--- config.mk ---
export PLATFORM = sky130hd
export DESIGN_NAME = sat_addsub_pipe
export DESIGN_NICKNAME = d
export VERILOG_FILES = /design/src/rtl/sat_addsub_pipe_pkg.sv /design/src/rtl/sat_addsub_lane.sv /design/src/rtl/sat_addsub_pipe.sv
export SDC_FILE = /design/constraint.sdc
export NUM_CORES = 1
export LEC_CHECK = 0
export BUFFER_PORTS_ARGS = -buffer_cell sky130_fd_sc_hd__buf_2
export CAP_MARGIN = 20
export CELL_PAD_IN_SITES_DETAIL_PLACEMENT = 0
export CELL_PAD_IN_SITES_GLOBAL_PLACEMENT = 1
export CORE_AREA = 2 2 144 146
export CTS_CLUSTER_DIAMETER = 100
export DETAILED_ROUTE_END_ITERATION = 12
export DIE_AREA = 0 0 146 148
export PLACE_DENSITY = 0.95
export SLEW_MARGIN = 20
export SYNTH_ARGS = -nofsm -noshare
export SYNTH_HDL_FRONTEND = slang
export SYNTH_SLANG_ARGS = --single-unit
--- constraint.sdc ---
create_clock -name clk -period 6.5 [get_ports clk]
set_input_delay 0.325 -clock clk [delete_from_list [all_inputs] [get_ports clk]]
set_output_delay 0.325 -clock clk [all_outputs]
set_load 0.1 [all_outputs]
--- src/rtl/sat_addsub_pipe_pkg.sv ---
// Shared encodings and default sizing for the saturating add/sub pipeline.
package sat_addsub_pipe_pkg;

  localparam logic MODE_SUB = 1'b0;
  localparam logic MODE_ADD = 1'b1;

  localparam int unsigned DEF_W     = 10;
  localparam int unsigned DEF_LANES = 4;
  localparam int unsigned DEF_CNT_W = 16;

endpackage : sat_addsub_pipe_pkg

--- src/rtl/sat_addsub_lane.sv ---
// One lane of signed saturating add/subtract, purely combinational.
module sat_addsub_lane
  import sat_addsub_pipe_pkg::*;
#(
  parameter int unsigned W = DEF_W
) (
  input  logic [W-1:0] a,
  input  logic [W-1:0] b,
  input  logic         mode,
  output logic [W-1:0] res,
  output logic         sat
);

  localparam int unsigned XW = W + 1;

  logic [W:0] xe;
  logic [W:0] ye;
  logic [W:0] sum;

  // Exact W+1 bit result, then clamp when the top two bits disagree.
  always_comb begin
    xe = {a[W-1], a};
    ye = {b[W-1], b};
    if (mode == MODE_ADD) begin
      sum = xe + ye;
    end else begin
      sum = xe + ~ye + XW'(1);
    end
    sat = sum[W] ^ sum[W-1];
    if (!sat) begin
      res = sum[W-1:0];
    end else if (sum[W]) begin
      res = {1'b1, {(W-1){1'b0}}};
    end else begin
      res = {1'b0, {(W-1){1'b1}}};
    end
  end

endmodule : sat_addsub_lane

--- src/rtl/sat_addsub_pipe.sv ---
// Two-stage, multi-lane saturating add/sub with valid/ready on both sides
// and a sticky count of delivered transactions that saturated.
module sat_addsub_pipe
  import sat_addsub_pipe_pkg::*;
#(
  parameter int unsigned W     = DEF_W,
  parameter int unsigned LANES = DEF_LANES,
  parameter int unsigned CNT_W = DEF_CNT_W
) (
  input  logic                 clk,
  input  logic                 rst_n,
  input  logic                 in_valid,
  output logic                 in_ready,
  input  logic                 mode,
  input  logic [LANES*W-1:0]   a,
  input  logic [LANES*W-1:0]   b,
  output logic                 out_valid,
  input  logic                 out_ready,
  output logic [LANES*W-1:0]   res,
  output logic [LANES-1:0]     sat,
  input  logic                 clr_cnt,
  output logic [CNT_W-1:0]     sat_cnt
);

  localparam int unsigned DW = LANES * W;

  logic             s1_valid_q, s1_valid_d;
  logic [DW-1:0]    a_q, a_d;
  logic [DW-1:0]    b_q, b_d;
  logic             mode_q, mode_d;
  logic             out_valid_q, out_valid_d;
  logic [DW-1:0]    res_q, res_d;
  logic [LANES-1:0] sat_q, sat_d;
  logic [CNT_W-1:0] sat_cnt_q, sat_cnt_d;

  logic [DW-1:0]    lane_res;
  logic [LANES-1:0] lane_sat;
  logic             s2_load;
  logic             in_xfer;
  logic             out_xfer;

  // Per-lane arithmetic on the stage-1 operands.
  for (genvar k = 0; k < LANES; k++) begin : g_lane
    sat_addsub_lane #(.W(W)) u_lane (
      .a    (a_q[k*W +: W]),
      .b    (b_q[k*W +: W]),
      .mode (mode_q),
      .res  (lane_res[k*W +: W]),
      .sat  (lane_sat[k])
    );
  end

  // Handshake decisions: stage 2 drains or is empty, stage 1 then frees up.
  always_comb begin
    s2_load  = s1_valid_q && (!out_valid_q || out_ready);
    in_ready = !s1_valid_q || s2_load;
    in_xfer  = in_valid && in_ready;
    out_xfer = out_valid_q && out_ready;
  end

  // Next-state for both pipeline stages and the saturation counter.
  always_comb begin
    s1_valid_d  = s1_valid_q;
    a_d         = a_q;
    b_d         = b_q;
    mode_d      = mode_q;
    out_valid_d = out_valid_q;
    res_d       = res_q;
    sat_d       = sat_q;
    sat_cnt_d   = sat_cnt_q;

    if (in_xfer) begin
      s1_valid_d = 1'b1;
      a_d        = a;
      b_d        = b;
      mode_d     = mode;
    end else if (s2_load) begin
      s1_valid_d = 1'b0;
    end

    if (s2_load) begin
      out_valid_d = 1'b1;
      res_d       = lane_res;
      sat_d       = lane_sat;
    end else if (out_xfer) begin
      out_valid_d = 1'b0;
    end

    // Clear beats a simultaneous count; the count sticks at all-ones.
    if (clr_cnt) begin
      sat_cnt_d = '0;
    end else if (out_xfer && (|sat_q) && (sat_cnt_q != '1)) begin
      sat_cnt_d = sat_cnt_q + CNT_W'(1);
    end
  end

  // State registers; reset discards anything in flight.
  always_ff @(posedge clk or negedge rst_n) begin
    if (!rst_n) begin
      s1_valid_q  <= 1'b0;
      a_q         <= '0;
      b_q         <= '0;
      mode_q      <= MODE_SUB;
      out_valid_q <= 1'b0;
      res_q       <= '0;
      sat_q       <= '0;
      sat_cnt_q   <= '0;
    end else begin
      s1_valid_q  <= s1_valid_d;
      a_q         <= a_d;
      b_q         <= b_d;
      mode_q      <= mode_d;
      out_valid_q <= out_valid_d;
      res_q       <= res_d;
      sat_q       <= sat_d;
      sat_cnt_q   <= sat_cnt_d;
    end
  end

  assign out_valid = out_valid_q;
  assign res       = res_q;
  assign sat       = sat_q;
  assign sat_cnt   = sat_cnt_q;

endmodule : sat_addsub_pipe

**Word level (Yosys, flattened, before mapping)**

Index checks and enable logic that the tools add are counted.

- Register bits after elaboration: 143
- Output and inout bits: 62
- Logic and storage cells: 61

- Add/sub/neg operators: 13
- Eq/ne operators: 1
- Mux-type cells: 18
- Bitwise operators: 8
- Reductions and logical operators: 13

Operators with widths:

| cell | number |
|---|---|
| $mux W10 | 8 |
| $add A10 B10 Y11 | 4 |
| $add A11 B1 Y11 const B | 4 |
| $add A11 B11 Y11 | 4 |
| $mux W11 | 4 |
| $not A11 Y11 | 4 |
| $mux W16 | 2 |
| $add A16 B1 Y16 const B | 1 |
| $ne A16 B16 Y1 const B | 1 |
| $reduce_bool A2 Y1 | 3 |
| $logic_and A1 B1 Y1 | 5 |
| $mux W1 | 4 |
| $reduce_or A4 Y1 | 1 |
| $xor A1 B1 Y1 | 4 |
| $logic_not A1 Y1 | 2 |
| $logic_or A1 B1 Y1 | 2 |

**Longest topological paths before layout**

Gate-level depths: netlist (run 1).

- Depth after elaboration: 6
- Gate-level depth with buffers: 12

**Hierarchy**

Synthesis (run 1) repeated with hierarchy kept, for this count alone.

- Cell total of the unflattened synthesis: 1084
- Area, all modules: 10746.6 um^2

Modules (own cells, without submodules):

| module | instances | cells each | area each (um^2) | sequential area each (um^2) |
|---|---|---|---|---|
| sat_addsub_pipe | 1 | 372 | 5690.5 | 3578.4 |
| sat_addsub_lane at g_lane[1].u_lane ... | 3 | 177 | 1258.7 | 0.0 |
| sat_addsub_lane at g_lane[0].u_lane | 1 | 181 | 1280.0 | 0.0 |

**Worst setup path after synthesis (run 1)**

OpenSTA, ideal clock, no wires.

- Path kind: register to register
- Start: register out_valid_q (netlist: out_valid)
- End: register a_q[0]
- Data arrival time: 3238 ps
- Data required time: 6375 ps
- Slack: 3138 ps
- Stages on the path, launching flop included: 5
- Buffers on the path: 1
- Cells stage by stage: dfrtp_1 -> nand3b_1 -> nand2_1 -> clkbuf_1 -> mux2_2

- Longest elaborated chain between the ends: 5

RTL lines:

| what | line | text |
|---|---|---|
| from (decl) | sat_addsub_pipe.sv:31 | `logic out_valid_q, out_valid_d;` |
| from (signal assigned) | sat_addsub_pipe.sv:113 | `out_valid_q <= out_valid_d;` |
| $logic_not A1 Y1 | sat_addsub_pipe.sv:55 | `s2_load = s1_valid_q && (!out_valid_q \|\| out_ready);` |
| $logic_or A1 B1 Y1 | sat_addsub_pipe.sv:55 |  |
| $logic_and A1 B1 Y1 | sat_addsub_pipe.sv:55 |  |
| $logic_or A1 B1 Y1 | sat_addsub_pipe.sv:56 | `in_ready = !s1_valid_q \|\| s2_load;` |
| named net in_ready | sat_addsub_pipe.sv:13 | `output logic in_ready,` |
| $logic_and A1 B1 Y1 | sat_addsub_pipe.sv:57 | `in_xfer = in_valid && in_ready;` |
| to (signal assigned) | sat_addsub_pipe.sv:101 | `a_q <= '0;` |
| to (signal assigned) | sat_addsub_pipe.sv:110 | `a_q <= a_d;` |
| to (decl) | sat_addsub_pipe.sv:28 | `logic [DW-1:0] a_q, a_d;` |

The timed path passes the listed nets, and every way through them passes these cells.
A chain may end at the register's enable or synchronous reset.

**Worst setup path after layout (run 1)**

- Start: register b_q[0]
- End: register res_q[7] (netlist: res[7])

- Longest elaborated chain between the ends: 6
- Elaborated cells between the ends (all ways): 8
- Classes of those cells: add/sub: 3; mux: 3; bitwise: 2

RTL lines:

| what | line | text |
|---|---|---|
| from (decl) | sat_addsub_pipe.sv:29 | `logic [DW-1:0] b_q, b_d;` |
| from (signal assigned) | sat_addsub_pipe.sv:102 | `b_q <= '0;` |
| from (signal assigned) | sat_addsub_pipe.sv:111 | `b_q <= b_d;` |
| $not A11 Y11 | sat_addsub_lane.sv:27 | `sum = xe + ~ye + XW'(1);` |
| $add A11 B11 Y11 | sat_addsub_lane.sv:27 |  |
| $add A11 B1 Y11 | sat_addsub_lane.sv:27 |  |
| $mux W11 * | sat_addsub_lane.sv:24 | `if (mode == MODE_ADD) begin` |
| $mux W10 / $xor A1 B1 Y1 (equally long branches) | sat_addsub_lane.sv:32, sat_addsub_lane.sv:29 |  |
| $mux W10 * | sat_addsub_lane.sv:30 | `if (!sat) begin` |
| to (signal assigned) | sat_addsub_pipe.sv:114 | `res_q <= res_d;` |
| to (decl) | sat_addsub_pipe.sv:32 | `logic [DW-1:0] res_q, res_d;` |

Mark *: on every way between the ends. The rest lies on a longest branch, timed or not.

==> qor_table.md, run 1 <==
| Item | Reported |
| --- | --- |
| Startpoint Class | register |
| Top post-synthesis cells by area | sky130_fd_sc_hd__dfrtp_1 (38%), sky130_fd_sc_hd__ha_1 (11%), sky130_fd_sc_hd__mux2_2 (9.8%), sky130_fd_sc_hd__nand2_1 (3.3%), sky130_fd_sc_hd__a21oi_1 (3.2%) |
| Post-Synthesis Cells | 994 |
| Post-synth EDFFs | 0 |
| Area enclosed by the die boundary | 21,600 µm² |
| Die height | 148 µm |
| Critical path endpoint category | register |
| Worst Max-Slew Pin Slew | 0.975 ns |
| Clock latency on the worst-skew pair | 0.42 ns |
| FFs w/ async S/R, synth | 100% |
| Final period util | 48.1% |
| Post-detailed-placement half-perimeter wirelength | 15,700 µm |
| CP Data Arrival Time | 3.44 ns |
| Root Driver | sky130_fd_sc_hd__clkbuf_16 |
| Largest area contributor in the synthesized netlist | sky130_fd_sc_hd__dfrtp_1 |
| Average wire length per cell after detail routing | 15.3 µm |
| Final weighted congestion in routability-driven placement | 0.843 |
| Setup repair after global routing missed its margin | false |
| Routed WL | 21,500 µm |
| Final ANT Viol Nets | 0 |
| Top post-synthesis cells by count | sky130_fd_sc_hd__dfrtp_1 (143), sky130_fd_sc_hd__mux2_2 (83), sky130_fd_sc_hd__nand2_1 (83) |
| Critical path start-end classification | register to register |
| Final critical delay including setup and external delays | 3.13 ns |
| Proportion of layout cells with a drive suffix above 1 | 25.8% |
| Overall via count from detail_route | 7,518 |
| Initial DRC count | 393 |
| Flop-to-flop setup slack | 3.37 ns |
| Count of synthesis-stage warnings from yosys | 0 |
| Leakage Power | 5.16 nW |
| Number of instances on the worst hold path | 2 |
| Total CTS buffers | 17 |
| Critical Path RT | 6.81 ns |
| Number of different library cells in the post-synthesis netlist | 79 |
| CTS HTree Levels | 4 |
| Core Region | 20,000 µm² |
| Dominant synthesized flop cell | sky130_fd_sc_hd__dfrtp_1 |
| CTS resizes | 0 |
| Final max-slew violation count | 0 |
| Final-report hold violation count | 0 |
| Number of I/O pins | 148 |
| CTS tree | yes |
| Achievable Freq | 320 MHz |
| Max Cap Violations | 0 |
| Largest fanout of any net on the critical path | 14 |
| Number of synthesized register bits | 143 |
| Total iterations of the first detailed-routing run | 4 |
| Max clock buf depth | 2 |
| Final setup vio count | 0 |
| Starting utilization of the core area | 47.6% |
| Total routing resource utilization after global routing | 20.4% |
| Nets in the synthesized netlist | 1,169 |
| Slew margin rel. | 34.8% |
| CTS clk-pin slew, worst paths | 0.06 ns |
| Area share of the largest cell type after synthesis | 37.5% |
| Total gr overflow | 0 |
| Clock sink total | 143 |
| Vias in the first global route | 7,425 |
| Status | finished clean |
| Max Clock Skew | 0.00384 ns |
| Antenna violations before repair | 3 |
| Area overhead of the layout relative to synthesis | 16.3% |
| Layout Nets | 1,294 |
| Util after Layout | 55.3% |
| Proportion of synthesized chip area in sequential cells | 37.5% |
| Count of cells along the worst register-to-register path | 11 |
| Mapped Area | 9530 µm² |
| Power density cells | 453 nW/µm² |
| Number of buffers added on ports | 147 |
| First-pass GRT wire length | 35,900 µm |
| # rows | 52 |
| Most common cell in the netlist | sky130_fd_sc_hd__dfrtp_1 |
| Remaining routing DRC violations | 0 |
| Mean area per synthesized cell | 9.59 µm² |
| Largest net degree at the start of global routing | 82 |
| Worst hold path class | input port to register |
| Average vias per placed instance | 5.36 |
| Setup TNS Final | 0 ns |
| Die extent in x | 146 µm |
| Peak supply drop | 0.000345 V |
## where the power goes
part | internal (mW) | leakage (nW) | switching (mW)
combinational | 0.750 | 3.15 | 1.95
sequential | 1.10 | 1.72 | 0.171
clock | 0.659 | 0.295 | 0.380
## layout make-up
cell class / count / area (µm²)
well taps: 270 / 338
clock buffers: 21 / 460
multi-input cells: 727 / 5460
clock inverters: 10 / 161
diodes: 1 / 2.50
fillers: 1816 / 8950
flip-flops and latches: 143 / 3580
inverters: 76 / 285
repair buffers: 154 / 797
## worst max-delay path, cell delays in order, from the launching register on
cell and delay, ns:
sky130_fd_sc_hd__dfrtp_1 0.38, sky130_fd_sc_hd__ha_1 0.18, sky130_fd_sc_hd__inv_1 0.05, sky130_fd_sc_hd__fa_1 0.38, sky130_fd_sc_hd__o21ba_1 0.20, sky130_fd_sc_hd__or4_1 0.43, sky130_fd_sc_hd__a31oi_1 0.18, sky130_fd_sc_hd__nor2_1 0.05
sky130_fd_sc_hd__or3_1 0.35, sky130_fd_sc_hd__a21oi_4 0.34, sky130_fd_sc_hd__nor3_2 0.14, sky130_fd_sc_hd__a311oi_1 0.34
## worst paths after layout
| check | start | end |
|---|---|---|
| max in group asynchronous | rst_n | res[4] |
| min in group asynchronous | rst_n | sat_cnt[13] |
| min reg2reg | res[8] | res[8] |
| max | b_q[0] | res[7] |
| max reg2reg | b_q[0] | res[7] |
| min | b[13] | b_q[13] |
## repair_timing
item / in CTS / in global routing
hold buffers: 1 / 0
setup buffers: 0 / 0
hold endpoints to repair: 66 / 0
endpoints found under the setup margin: 0 / 0
## sequential cells by signal, indices dropped and copies added, names as in the netlist
name and cells:
out_valid 1, mode_q 1, res 40, a_q 40, sat 4, sat_cnt 16
s1_valid_q 1, b_q 40
## cell families (layout without fill, tap and decap cells)
| family | count (synthesis) | count (layout) | share of synthesized area, % |
|---|---|---|---|
| AOI/OAI and AO/OA | 253 | 253 | 17.2 |
| other | 0 | 1 | 0 |
| buffers and inverters | 124 | 261 | 5.33 |
| adders and majority gates | 97 | 97 | 13.2 |
| muxes | 87 | 87 | 10.2 |
| DFF | 143 | 143 | 37.5 |
| xor gates and xnor gates | 47 | 47 | 4.56 |
| and+or+nand+nor | 243 | 243 | 11.9 |
## cell usage in the layout (no fill, tap or decap), drive strengths merged, types with 21 or more instances in the layout
cell type and n:
o21ai 96, nand2 84, a21oi 62, inv 76, xnor2 31, nor2 66, ha 81, buf 153
mux2 83, clkbuf 21, dfrtp 143
## through the flow
stage | setup slack [ns] | std cells | power (mW) | hold WS, ns | cell area [µm²]
finish | 3.37 | 1402 | 5.02 | 0.128 | 11100
global route | 2.99 | 1401 | 5.31 | 0.120 | 11100
CTS | 3.35 | 1401 | 5.04 | 0.118 | 11100
detailed placement | 3.45 | 1369 | 3.98 | 0.379 | 10400
global placement | 3.52 | 1369 | 3.94 | 0.381 | 10400
floorplan | 3.14 | 994 | 3.47 | 0.0294 | 9530
## per-layer routing
layer / track usage (%) / up-vias / share of wire, %
met5: 0 / - / 0.12
met4: 5.68 / 4 / 1.5
met3: 4.81 / 28 / 6.1
met2: 33.6 / 208 / 46
met1: 26.9 / 3543 / 46
li1: - / 3735 / -
Note: power is estimated with default switching activity, not from simulation.
==> run 2: changes to the inputs <==
--- a/config.mk
+++ b/config.mk
@@ -9,11 +9,11 @@
 export CAP_MARGIN = 20
 export CELL_PAD_IN_SITES_DETAIL_PLACEMENT = 0
 export CELL_PAD_IN_SITES_GLOBAL_PLACEMENT = 1
-export CORE_AREA = 2 2 144 146
+export CORE_AREA = 2 2 158 160
 export CTS_CLUSTER_DIAMETER = 100
 export DETAILED_ROUTE_END_ITERATION = 12
-export DIE_AREA = 0 0 146 148
-export PLACE_DENSITY = 0.95
+export DIE_AREA = 0 0 160 162
+export PLACE_DENSITY = 0.86
 export SLEW_MARGIN = 20
 export SYNTH_ARGS = -nofsm -noshare
 export SYNTH_HDL_FRONTEND = slang
==> constraint.sdc (replaced) <==
create_clock -name clk -period 2.7 [get_ports clk]
set_input_delay 0.135 -clock clk [delete_from_list [all_inputs] [get_ports clk]]
set_output_delay 0.135 -clock clk [all_outputs]
set_load 0.1 [all_outputs]
==> run 2 against run 1 <==
Clock skew is 0.0064 ns higher. Sequential share of layout area is 4.7 points lower. The flow now finishes with violations (negative setup slack). Sequential power is 140% higher. Highest routed layer is now met4. Hold slack worse by 0.053 ns. Combinational power grew to 2.8 times the previous value. Die area is 20% higher. Utilization is 1.3 points lower. Critical path depth is 1 higher. Clock power grew to 2.6 times the previous value. Count of clock-buffer cells in the layout is 3 lower. First-iteration DRC count is 7.4% higher.
==> qor_table.md, run 2 (synthesized netlist as in run 1, its figures left out) <==
| Item | Reported |
| --- | --- |
| Failing checks | negative setup slack |
| Final-report hold violation count | 0 |
| Most frequent standard cell in the layout excluding fill and tap cells | sky130_fd_sc_hd__buf_2 |
| Max clock buf depth | 2 |
| Critical-path cell with the highest stage delay | sky130_fd_sc_hd__or4_4 |
| Critical path start-end classification | register to register |
| # rows | 57 |
| Largest fanout of any net on the critical path | 5 |
| Root Driver | sky130_fd_sc_hd__clkbuf_16 |
| Final max-slew violation count | 0 |
| Slew margin rel. | 46.6% |
| Average vias per placed instance | 5.09 |
| Leakage Power | 5.95 nW |
| Final weighted congestion in routability-driven placement | 0.812 |
| Slack of the critical path | -0.168 ns |
| Average wire length per cell after detail routing | 14.9 µm |
| Cell area after placement | 10,900 µm² |
| Layout Nets | 1,448 |
| Largest net degree at the start of global routing | 84 |
| Clock latency on the worst-skew pair | 0.42 ns |
| Max Clock Skew | 0.0102 ns |
| Die height | 162 µm |
| Number of buffers added on ports | 147 |
| Total CTS buffers | 17 |
| Final critical delay including setup and external delays | 2.87 ns |
| Worst hold path class | input port to register |
| Total iterations of the first detailed-routing run | 8 |
| Placed Cells incl. Taps | 1,477 |
| Routed WL | 24,100 µm |
| Setup TNS Final | -1.34 ns |
| Area enclosed by the die boundary | 25,900 µm² |
| Sequential cell area | 3590 µm² |
| Power density cells | 1020 nW/µm² |
| CTS HTree Levels | 4 |
| Number of instances on the worst hold path | 3 |
| Overall via count from detail_route | 8,204 |
| Number of I/O pins | 148 |
| Post-detailed-placement half-perimeter wirelength | 16,700 µm |
| Final non-filler cell total | 1,612 |
| Final ANT Viol Nets | 0 |
| Proportion of layout cells with a drive suffix above 1 | 33.8% |
| Final period util | 106% |
| Post-Place Worst Slack | -0.214 ns |
| Critical path endpoint category | register |
| Achievable Freq | 349 MHz |
| Startpoint Class | register |
| Final setup vio count | 16 |
| Total routing resource utilization after global routing | 18.7% |
| Util after Layout | 54.0% |
| Final hold slack | 0.0750 ns |
| Setup repair after global routing missed its margin | true |
| Total gr overflow | 0 |
| Summed area of non-filler cells in the final layout | 13,000 µm² |
| Total power of the final layout | 13.3 mW |
| Die extent in x | 160 µm |
| Starting utilization of the core area | 39.5% |
| Antenna violations before repair | 2 |
| Count of cells along the worst register-to-register path | 12 |
| CTS clk-pin slew, worst paths | 0.07 ns |
| Largest delay share family, worst path | simple AND/OR/NAND/NOR gates |
| CTS tree | yes |
| First-pass GRT wire length | 39,700 µm |
| Core Region | 24,100 µm² |
| Number of cells on the critical path | 12 |
| Clock sink total | 143 |
| Area overhead of the layout relative to synthesis | 36.5% |
| Vias in the first global route | 8,102 |
| Worst Max-Slew Pin Slew | 0.802 ns |
| Max Cap Violations | 0 |
| Number of filler cells placed in the layout | 2,183 |
| Status | finished with violations |
| Critical Path RT | 3.01 ns |
| Worst-path cell chain | ha_2, inv_2, fa_2, o21ba_4, or4_4, a31oi_4, nor2_1, or3_4, a21oi_4, buf_6, nor3_4, a211o_1 |
| Initial DRC count | 422 |
| Count of buffer and inverter cells on the critical path | 2 |
| CP Data Arrival Time | 3.18 ns |
| Highest-count cells in the layout ignoring fill and taps | sky130_fd_sc_hd__buf_2 (146), sky130_fd_sc_hd__dfrtp_1 (139), sky130_fd_sc_hd__dlygate4sd3_1 (83), sky130_fd_sc_hd__mux2_2 (82), sky130_fd_sc_hd__nand2_1 (80) |
| Remaining routing DRC violations | 0 |
| Stage delay of the slowest cell on the critical path | 0.45 ns |
| Peak supply drop | 0.000857 V |
| Combined area of the multi-input logic cells | 5850 µm² |
[run 2: layout make-up]
cell class	instances	share of cell area (%)
timing repair buffer	308	17.0
multi-input combinational	727	44.9
tap	324	3.12
clock inverter	14	1.84
antenna	2	0.0385
sequential	143	27.6
clock buffer	18	3.30
inverter	76	2.19
[run 2: path summary, 6_finish.rpt]
check / slack [ns] / start / endpoint
worst max-delay path: -0.17 / b_q[0] / sat[0]
worst min-delay path: 0.07 / out_ready / out_valid
worst max register to register: -0.17 / b_q[0] / sat[0]
worst min register to register: 0.47 / res[29] / res[29]
max in group asynchronous: 1.41 / rst_n / res[36]
min in group asynchronous: 0.34 / rst_n / res[3]
[run 2: what timing repair did]
item / in CTS / in global routing
cloned: 1 / 0
hold endpoints to repair: 162 / 0
buffers inserted: 6 / 11
pin swaps: 16 / 42
hold buffers: 83 / 0
gates resized for setup: 28 / 70
endpoints found under the setup margin: 40 / 42
[run 2: layer usage]
metal	GRT usage (%)	wire length, µm	part of all wire [%]
met1	24.2	11100	46
met2	32.5	11600	48
met3	3.27	1010	4.2
met4	5.12	367	1.5
met5	0	0	0
[run 2: tightest hold or removal path: cells and delay by family]
family | cells | cell delay (ns)
AND/OR/NAND/NOR | 2 | 0.21
buffers and inverters | 1 | 0.10
[run 2: power by group]
part           switching (mW)  internal [mW]
clock network           0.977           1.74
logic                    5.06           2.48
registers               0.406           2.66
total                    6.45           6.87
==> run 3: changes to the inputs <==
--- a/config.mk
+++ b/config.mk
@@ -7,13 +7,13 @@
 export LEC_CHECK = 0
 export BUFFER_PORTS_ARGS = -buffer_cell sky130_fd_sc_hd__buf_2
 export CAP_MARGIN = 20
-export CELL_PAD_IN_SITES_DETAIL_PLACEMENT = 0
-export CELL_PAD_IN_SITES_GLOBAL_PLACEMENT = 1
-export CORE_AREA = 2 2 158 160
+export CELL_PAD_IN_SITES_DETAIL_PLACEMENT = 2
+export CELL_PAD_IN_SITES_GLOBAL_PLACEMENT = 2
+export CORE_AREA = 2 2 124 246
 export CTS_CLUSTER_DIAMETER = 100
 export DETAILED_ROUTE_END_ITERATION = 12
-export DIE_AREA = 0 0 160 162
-export PLACE_DENSITY = 0.86
+export DIE_AREA = 0 0 126 248
+export PLACE_DENSITY = 0.87
 export SLEW_MARGIN = 20
 export SYNTH_ARGS = -nofsm -noshare
 export SYNTH_HDL_FRONTEND = slang
==> run 3 against run 2 <==
The flow still finishes with violations (negative setup slack). Power grew 12%. Via count rose by 13%. Clock power down 2%.
==> qor_table.md, run 3 (synthesized netlist as in run 1, its figures left out) <==
| Item | Reported |
| --- | --- |
| Power density cells | 1090 nW/µm² |
| Worst R2R Start | b_q[0] |
| Final setup vio count | 41 |
| Max Clock Skew | 0.0123 ns |
| Part of the total power dissipated in combinational logic | 61.3% |
| Max clock buf depth | 2 |
| Final critical delay including setup and external delays | 3.12 ns |
| Net switching fraction of the power | 51.6% |
| Sequential Power Share | 20.9% |
| Die extent in x | 126 µm |
| Util after Layout | 46.8% |
| Peak supply drop | 0.000581 V |
| Vias in the first global route | 10,900 |
| Critical path start-end classification | register to register |
| Starting utilization of the core area | 32.4% |
| Reg2Reg Capture Point | res[5] |
| Area overhead of the layout relative to synthesis | 44.4% |
| Average vias per placed instance | 5.45 |
| Most frequent standard cell in the layout excluding fill and tap cells | sky130_fd_sc_hd__buf_2 |
| Number of filler cells placed in the layout | 3,077 |
| Total net switching power | 7.72 mW |
| Number of buffers added on ports | 147 |
| Largest fanout of any net on the critical path | 5 |
| CTS HTree Levels | 4 |
| Largest net degree at the start of global routing | 65 |
| Total iterations of the first detailed-routing run | 4 |
| Max Cap Violations | 0 |
| Post-detailed-placement half-perimeter wirelength | 24,000 µm |
| Worst hold path class | input port to register |
| Die height | 248 µm |
| Final weighted congestion in routability-driven placement | 0.814 |
| CTS tree | yes |
| Worst hold path endpoint | out_valid |
| Worst Max-Slew Pin Slew | 0.787 ns |
| First-pass GRT wire length | 62,600 µm |
| Status | finished with violations |
| Core Region | 29,400 µm² |
| Count of cells along the worst register-to-register path | 12 |
| Final hold slack | 0.0555 ns |
| Routed WL | 43,000 µm |
| Total gr overflow | 0 |
| Final period util | 116% |
| Antenna violations before repair | 0 |
| Number of instances on the worst hold path | 3 |
| Final max-slew violation count | 0 |
| CP Data Arrival Time | 3.46 ns |
| Root Driver | sky130_fd_sc_hd__clkbuf_16 |
| Final-report hold violation count | 0 |
| Layout Nets | 1,493 |
| CTS clk-pin slew, worst paths | 0.07 ns |
| Highest-count cells in the layout ignoring fill and taps | sky130_fd_sc_hd__buf_2 (146), sky130_fd_sc_hd__dfrtp_1 (139), sky130_fd_sc_hd__buf_4 (104), sky130_fd_sc_hd__dlygate4sd3_1 (83), sky130_fd_sc_hd__mux2_2 (82) |
| P_int | 7.23 mW |
| Setup TNS Final | -7.54 ns |
| Cell area after placement | 11,100 µm² |
| Slack of the critical path | -0.423 ns |
| Startpoint Class | register |
| Proportion of layout cells with a drive suffix above 1 | 39.6% |
| Average wire length per cell after detail routing | 25.4 µm |
| Clock sink total | 143 |
| # rows | 89 |
| Initial DRC count | 304 |
| Clk network pwr share | 17.8% |
| Leakage Power | 6.23 nW |
| Total routing resource utilization after global routing | 25.9% |
| Clock latency on the worst-skew pair | 0.46 ns |
| Flop-to-flop setup slack | -0.42 ns |
| Setup repair after global routing missed its margin | true |
| Total CTS buffers | 17 |
| Sequential cell area | 3590 µm² |
| Hold Startpoint | out_ready |
| Diodes inserted | 0 |
| Remaining routing DRC violations | 0 |
| Slew margin rel. | 47.3% |
| Post-Place Worst Slack | -0.395 ns |
| Number of I/O pins | 148 |
| Failing checks | negative setup slack |
| Critical Path RT | 3.04 ns |
| Summed area of non-filler cells in the final layout | 13,800 µm² |
| Overall via count from detail_route | 9,236 |
| Combined area of the multi-input logic cells | 6180 µm² |
| Area enclosed by the die boundary | 31,200 µm² |
| Final ANT Viol Nets | 0 |
| Achievable Freq | 320 MHz |
| Critical path endpoint category | register |
-- run 3: changes by cell type in the layout (fill, tap and decap cells not counted), sizes merged --
| cell | delta |
|---|---|
| diode | -2 |
| clkinvlp | -1 |
| buf | +44 |
| inv | -1 |
| bufinv | -2 |
| clkbuf | +6 |
| clkinv | -1 |
-- run 3: per-layer routing --
| metal | part of all wire, % | global-route usage (%) | routed length, µm |
|---|---|---|---|
| met1 | 35 | 24.9 | 15100 |
| met2 | 57 | 50.7 | 24300 |
| met3 | 2.7 | 4.89 | 1160 |
| met4 | 5.5 | 14.7 | 2370 |
| met5 | 0 | 0 | 0 |
-- run 3: cell type report --
cell class | instances | share of cell area (%)
Multi-Input combinational cell | 727 | 44.9
Sequential cell | 143 | 26.1
Timing Repair Buffer | 353 | 19.1
Clock buffer | 23 | 3.40
Tap cell | 364 | 3.31
Inverter | 76 | 2.07
Clock inverter | 9 | 1.15
-- run 3: worst max-delay path, cell delays in order, from the launching register on --
cell	delay (ns)
sky130_fd_sc_hd__dfrtp_1	0.37
sky130_fd_sc_hd__ha_2	0.20
sky130_fd_sc_hd__inv_2	0.04
sky130_fd_sc_hd__fa_2	0.34
sky130_fd_sc_hd__o21ba_4	0.21
sky130_fd_sc_hd__or4_4	0.45
sky130_fd_sc_hd__a31oi_4	0.19
sky130_fd_sc_hd__nor2_2	0.05
sky130_fd_sc_hd__or3_4	0.34
sky130_fd_sc_hd__a21oi_4	0.23
sky130_fd_sc_hd__buf_6	0.14
sky130_fd_sc_hd__nand2_4	0.07
sky130_fd_sc_hd__a311oi_1	0.36
-- run 3: power by group through the flow --
| stage | Sequential [mW] | Combinational [mW] | Clock [mW] |
|---|---|---|---|
| 2_1_floorplan | 5.37 | 2.99 | 0 |
| 3_3_place_gp | 3.06 | 7.00 | 0 |
| 3_5_place_dp | 3.10 | 7.29 | 0 |
| 4_1_cts | 3.08 | 8.11 | 2.66 |
| 5_1_grt | 3.18 | 9.59 | 2.78 |
| 6_report | 3.13 | 9.16 | 2.66 |
-- run 3: worst max path at each step --
stage | start | to | depth (start not counted)
2_1_floorplan | out_valid | a_q[0] | 4
3_3_place_gp | a_q[0] | sat[0] | 11
3_5_place_dp | b_q[0] | res[7] | 11
4_1_cts | a_q[0] | res[8] | 13
5_1_grt | b_q[0] | res[5] | 12
6_report | b_q[0] | res[5] | 12
-- run 3: repair_timing --
item / 4_1_cts / 5_1_grt
pin swaps: 51 / 34
endpoints found under the setup margin: 44 / 43
setup buffers: 29 / 26
gates resized for setup: 87 / 103
cloned: 1 / 1
hold buffers: 83 / 0
hold endpoints to repair: 126 / 0
-- run 3: through the flow --
step | power, mW | instances
6_report | 15.0 | 1695
5_1_grt | 15.6 | 1695
4_1_cts | 13.9 | 1672
3_5_place_dp | 10.4 | 1528
3_3_place_gp | 10.1 | 1528
2_1_floorplan | 8.36 | 994
